$ cat src/rtl/prog_sequencer.sv
//------------------------------------------------------------------------------
// Module   : prog_sequencer
// Purpose  : Run/halt sequencer that decodes jump/branch instructions through
//            a writable branch-target LUT, with a RUN-cycle watchdog.
// Revision : 1.0
//------------------------------------------------------------------------------
`default_nettype none

module prog_sequencer #(
   parameter int PC_W       = 10,
   parameter int LUT_DEPTH  = 32,
   parameter int MAX_CYCLES = 1023
) (
   input  logic            clk,
   input  logic            rst_n,
   input  logic            i_go,
   input  logic [PC_W-1:0] i_prog_ctr,
   input  logic [8:0]      i_instr,
   input  logic            i_alu_flag,
   input  logic            i_lut_we,
   input  logic [4:0]      i_lut_addr,
   input  logic [PC_W-1:0] i_lut_data,
   output logic            o_start,
   output logic            o_branch_abs_en,
   output logic [PC_W-1:0] o_target,
   output logic            o_busy,
   output logic            o_done,
   output logic            o_timeout_err,
   output logic [15:0]     o_cycle_count
);

   typedef enum logic [1:0] {
      S_IDLE  = 2'd0,
      S_START = 2'd1,
      S_RUN   = 2'd2,
      S_HALT  = 2'd3
   } state_t;

   localparam logic [31:0] c_LIMIT      = 32'(MAX_CYCLES - 1);
   localparam logic [3:0]  c_OP_JMP     = 4'hD;
   localparam logic [3:0]  c_OP_BRF     = 4'hE;
   localparam logic [8:0]  c_HALT_INSTR = 9'h1FF;

   state_t          r_state;
   state_t          w_next;
   logic [PC_W-1:0] r_lut [LUT_DEPTH];
   logic [15:0]     r_cycle_count;
   logic            r_timeout_err;
   logic [PC_W-1:0] w_lut_rd;
   logic [3:0]      w_opcode;
   logic            w_at_limit;
   logic            w_set_timeout;
   logic            w_unused;

   // The program counter value is only brought in for observability.
   assign w_unused = ^i_prog_ctr;

   assign w_opcode   = i_instr[8:5];
   assign w_lut_rd   = r_lut[i_instr[4:0]];
   assign w_at_limit = (32'(r_cycle_count) == c_LIMIT);

   always_ff @(posedge clk or negedge rst_n) begin
      if (!rst_n) begin
         for (int i = 0; i < LUT_DEPTH; i++) begin
            r_lut[i] <= '0;
         end
      end else if (i_lut_we) begin
         r_lut[i_lut_addr] <= i_lut_data;
      end
   end

   always_ff @(posedge clk or negedge rst_n) begin
      if (!rst_n) begin
         r_state <= S_IDLE;
      end else begin
         r_state <= w_next;
      end
   end

   always_comb begin
      w_next          = r_state;
      o_start         = 1'b0;
      o_busy          = 1'b0;
      o_done          = 1'b0;
      o_branch_abs_en = 1'b0;
      o_target        = '0;
      w_set_timeout   = 1'b0;
      case (r_state)
         S_IDLE: begin
            if (i_go) w_next = S_START;
         end
         S_START: begin
            o_start = 1'b1;
            w_next  = S_RUN;
         end
         S_RUN: begin
            o_busy = 1'b1;
            if (w_at_limit) begin
               w_next        = S_HALT;
               w_set_timeout = 1'b1;
            end
            // The halt word shadows the opcode decode even though its opcode is F.
            if (i_instr == c_HALT_INSTR) begin
               w_next = S_HALT;
            end else if (w_opcode == c_OP_JMP) begin
               o_branch_abs_en = 1'b1;
               o_target        = w_lut_rd;
            end else if (w_opcode == c_OP_BRF) begin
               o_branch_abs_en = i_alu_flag;
               o_target        = w_lut_rd;
            end
         end
         S_HALT: begin
            o_done = 1'b1;
            if (i_go) w_next = S_START;
         end
         default: w_next = S_IDLE;
      endcase
   end

   // Counts RUN cycles; the edge leaving RUN is counted too, so HALT shows the total.
   always_ff @(posedge clk or negedge rst_n) begin
      if (!rst_n) begin
         r_cycle_count <= '0;
      end else if (w_next == S_START) begin
         r_cycle_count <= '0;
      end else if (r_state == S_RUN && r_cycle_count != 16'hFFFF) begin
         r_cycle_count <= r_cycle_count + 16'd1;
      end
   end

   always_ff @(posedge clk or negedge rst_n) begin
      if (!rst_n) begin
         r_timeout_err <= 1'b0;
      end else if (w_next == S_START) begin
         r_timeout_err <= 1'b0;
      end else if (w_set_timeout) begin
         r_timeout_err <= 1'b1;
      end
   end

   assign o_cycle_count = r_cycle_count;
   assign o_timeout_err = r_timeout_err;

endmodule

`default_nettype wire

$ cat config.mk
export PLATFORM = sky130hd
export DESIGN_NAME = prog_sequencer
export DESIGN_NICKNAME = d
export VERILOG_FILES = /design/src/rtl/prog_sequencer.sv
export SDC_FILE = /design/constraint.sdc
export NUM_CORES = 1
export LEC_CHECK = 0
export CAP_MARGIN = 20
export CORE_MARGIN = 2
export CORE_UTILIZATION = 40
export DETAILED_ROUTE_END_ITERATION = 10
export DONT_BUFFER_PORTS = 1
export PLACE_DENSITY = 0.59
export SETUP_SLACK_MARGIN = 0.2
export SKIP_CTS_REPAIR_TIMING = 1
export SYNTH_ARGS = -nofsm -noshare
export SYNTH_HDL_FRONTEND = slang
export SYNTH_SLANG_ARGS = --single-unit
$ cat constraint.sdc
create_clock -name clk -period 6.61 [get_ports clk]
set_clock_uncertainty 0.2 [all_clocks]
set_input_delay 1.322 -clock clk [delete_from_list [all_inputs] [get_ports clk]]
set_output_delay 1.322 -clock clk [all_outputs]
set_load 0.02 [all_outputs]
==> results by group <==
Pwr
  – PD cells: 320 mW/mm2
  – Final Power: 5.66 mW
  – Maximum vdd drop: about 0.22 mV
  – Leakage: 7.93 nW

Synthesis
  – Number of synthesized flops with an enable pin: 0
  – Synth Warn #: 0
  – Cell Area, Synth: 0.0161 mm2
  – Synth Flop Type: dfrtp_1
  – Post-synth cell types: 56
  – Mux contribution to synthesized area: 33.6%
  – Synth Area in Simple Gates: about 6.5%
  – FFs w/ async S/R, synth: 100%
  – Cells after Synth: roughly 1100
  – Sequential cell area fraction in the yosys report: 52.8%
  – Mapped Nets: ~1200
  – Yosys top cell area share: 52.8%
  – Yosys top cell by area: dfrtp_1
  – Synth Area in Compound Gates: 3.43%
  – Largest cells by area after synthesis: dfrtp_1 53%, mux2_2 22%, mux2i_1 5.2%, mux4_2 4.3%, mux4_1 1.1%
  – FF+latch count, synth: about 340
  – XOR/XNOR Fraction of Synth Area: 0.654%
  – Syn Area/Cell: 14.3 um2
  – Most frequent cell after synthesis: dfrtp_1
  – Largest family of logic cells by synthesized area: multiplexers
  – Synth Area in Adders: less than 1%
  – Synth cell count leaders: 339 x dfrtp_1, 311 x mux2_2, 84 x mux2i_1

CTS
  – Worst-path clk slew: 0.06 ns
  – Root buffer cell: clkbuf_16
  – # clock sinks: 339
  – Total CTS buffers: 40
  – Longest Clk Path Bufs: 3
  – Clock Latency Late Sink: 0.54 ns
  – CTS tree: yes
  – H-tree lvl count: 2

Routing
  – Remaining antenna violation count: 0
  – Via density: 5.66
  – Drt wl/cell: 23.1 um
  – Detailed-route via count: 9320
  – 1st-iter DRT viols: 580
  – Drc violations: 0
  – Initial DRT Pass Iterations: 5
  – Final Routed Wirelength: between 30000 and 40000 um

Floorplan
  – Initial Util: 40.4%
  – Die Height: 204 um
  – Std-Cell Rows: 73
  – Die area: between 0.04 and 0.05 mm2
  – Core Region: 0.0397 mm2
  – # IOs: 70
  – Die X: about 200 um

Final layout
  – Antenna cell count: 0
  – # fillers: 3577
  – Fraction of layout cells with a size suffix above 1: between 30% and 40%
  – Final instance area: 0.0177 mm2
  – Register area: 0.00848 mm2
  – Synth-to-Final Area Change: 10.0%
  – Multi-input logic area: 0.00717 mm2
  – NumNets Final: 1139

STA
  – Slew headroom: 28.8%
  – Tmin final: 5.27 ns
  – Final Hold Vio Count: 0
  – Worst Tran Pin Value: 1.07 ns
  – Final setup fails: 0
  – Slew Viols, Final: 0
  – Fmax: 190 MHz
  – Tcrit/Tclk final: 79.7%
  – RSZ-0062 raised after global routing: no
  – Sum Neg Setup Slack: 0 ns

Critical path
  – Worst Setup Start Kind: flip-flop
  – CP arrival: 3.74 ns
  – Crit end category: output pin
  – Critical path cell sequence: inv_1 > ha_1 > nand3_1 > nor3_1 > and2_1 > a22oi_1 > o21ai_1
  – Max FO, Critical Path: 11
  – Worst path slowest cell: nor3_1
  – Critical path type: flip-flop to output pin
  – Req. time, crit path: 5.09 ns
  – Worst path max stage delay: between 0.7 and 0.8 ns

Global routing
  – First-pass GRT wire length: slightly below 60000 um
  – Antenna violations before repair: 0
  – Vias in the first global route: 9877
  – GRT Total Usage: around a fifth
  – GR Overflow Total: 0
  – Largest net degree at the start of global routing: 340

Worst hold path
  – Hold Path Class: flip-flop to flip-flop

Placed design
  – DP Area: 0.0163 mm2
  – Post-DP HPWL: 23200 um
  – IO buf count: 0
  – GPL Wtd Cong: 0.857

Outcome
  – Status: complete, no violations

Flow run
  – Max-cap violations: 0
[flip-flops by register name, summed over array words and instances, names as in the netlist]
register       cells
r_lut            320
o_cycle_count     16
r_state            2
o_timeout_err      1
[cells in the final DEF (no fill, tap or decap), drive strengths merged, types with 2 or more instances in the layout]
master  synthesis  routed
nor2           38      38
nand4          14      14
nor4            4       4
or3b            2       2
nand3          24      24
ha              5       5
a31oi           3       3
mux2          327     327
dfrtp         339     339
and2            4       4
mux2i          84      84
a221oi          9       9
or2             3       3
o21ai          11      11
nand3b          5       5
a22o            9       9
nor3           12      12
clkbuf         42      58
nand2          33      33
clkinv          0       8
xor2            7       7
bufinv          0       2
or4             2       2
a22oi          15      15
mux4           38      38
o211ai          2       2
xnor2           5       5
a21oi           3       3
nor2b           4       4
inv             4       4
nor3b           7       7
and4            4       4
o22ai          13      13
and3            4       4
buf            32       5
o221ai         10      10
[worst max-delay path, delay by kind of cell (launching register included)]
family	cells	cell delay, ns
DFF	1	0.42
AOI/OAI and AO/OA	2	0.52
and+or+nand+nor	3	1.63
buffers and inverters	1	0.07
adders and majority gates	1	0.56
[cell families (layout without fill, tap and decap cells)]
kind of cell / count (synthesis) / count (layout)
multiplexers: 449 / 449
buffers and inverters: 78 / 77
AO/OA/AOI/OAI: 76 / 76
XOR/XNOR: 12 / 12
AND/OR/NAND/NOR: 163 / 163
adder cells (fa/ha/maj): 5 / 5
flip-flops: 339 / 339
[cell type report]
type | instances | area share, %
Sequential cell | 339 | 48.0
Timing Repair Buffer | 5 | 0.220
Clock buffer | 58 | 6.74
Tap cell | 525 | 3.72
Inverter | 4 | 0.0850
Multi-Input combinational cell | 705 | 40.6
Clock inverter | 10 | 0.651
[per-stage QoR]
| stage | util [%] | setup slack, ns | std cells | hold WS [ns] |
|---|---|---|---|---|
| 2_1_floorplan | - | 2.33 | 1122 | 0.252 |
| 3_3_place_gp | 41.1 | 1.84 | 1574 | 0.263 |
| 3_5_place_dp | 41.1 | 1.82 | 1575 | 0.274 |
| 4_1_cts | 44.4 | 1.39 | 1643 | 0.275 |
| 5_1_grt | 44.5 | 1.17 | 1646 | 0.292 |
| 6_report | 44.5 | 1.34 | 1646 | 0.284 |
[path summary, 6_finish.rpt]
check,slack [ns],endpoint,start,cells past startpoint
max in group asynchronous,5.37,r_lut[66],rst_n,0
worst max-delay path,1.34,o_target[5],r_state[0],7
worst min-delay path,0.28,r_lut[187],r_lut[187],1
worst min register to register,0.28,r_lut[187],r_lut[187],1
min in group asynchronous,0.32,r_lut[79],rst_n,0
worst max register to register,4.10,o_cycle_count[12],r_state[0],7
[per-layer routing]
layer	GRT usage (%)	share of wire, %	wire, um	vias up
met5	0	0	0	-
met4	5.90	2.7	1020	0
met3	4.24	5.4	2030	65
met2	29.5	45	17200	173
met1	25.9	47	17700	4942
li1	-	-	-	4140
[report_power, final]
group          leakage (nW)  internal [mW]  switching [mW]
registers              4.35           2.48           0.216
logic                  2.93          0.487           0.316
clock network         0.647           1.32           0.842
Note: power is estimated with default switching activity, not from simulation.
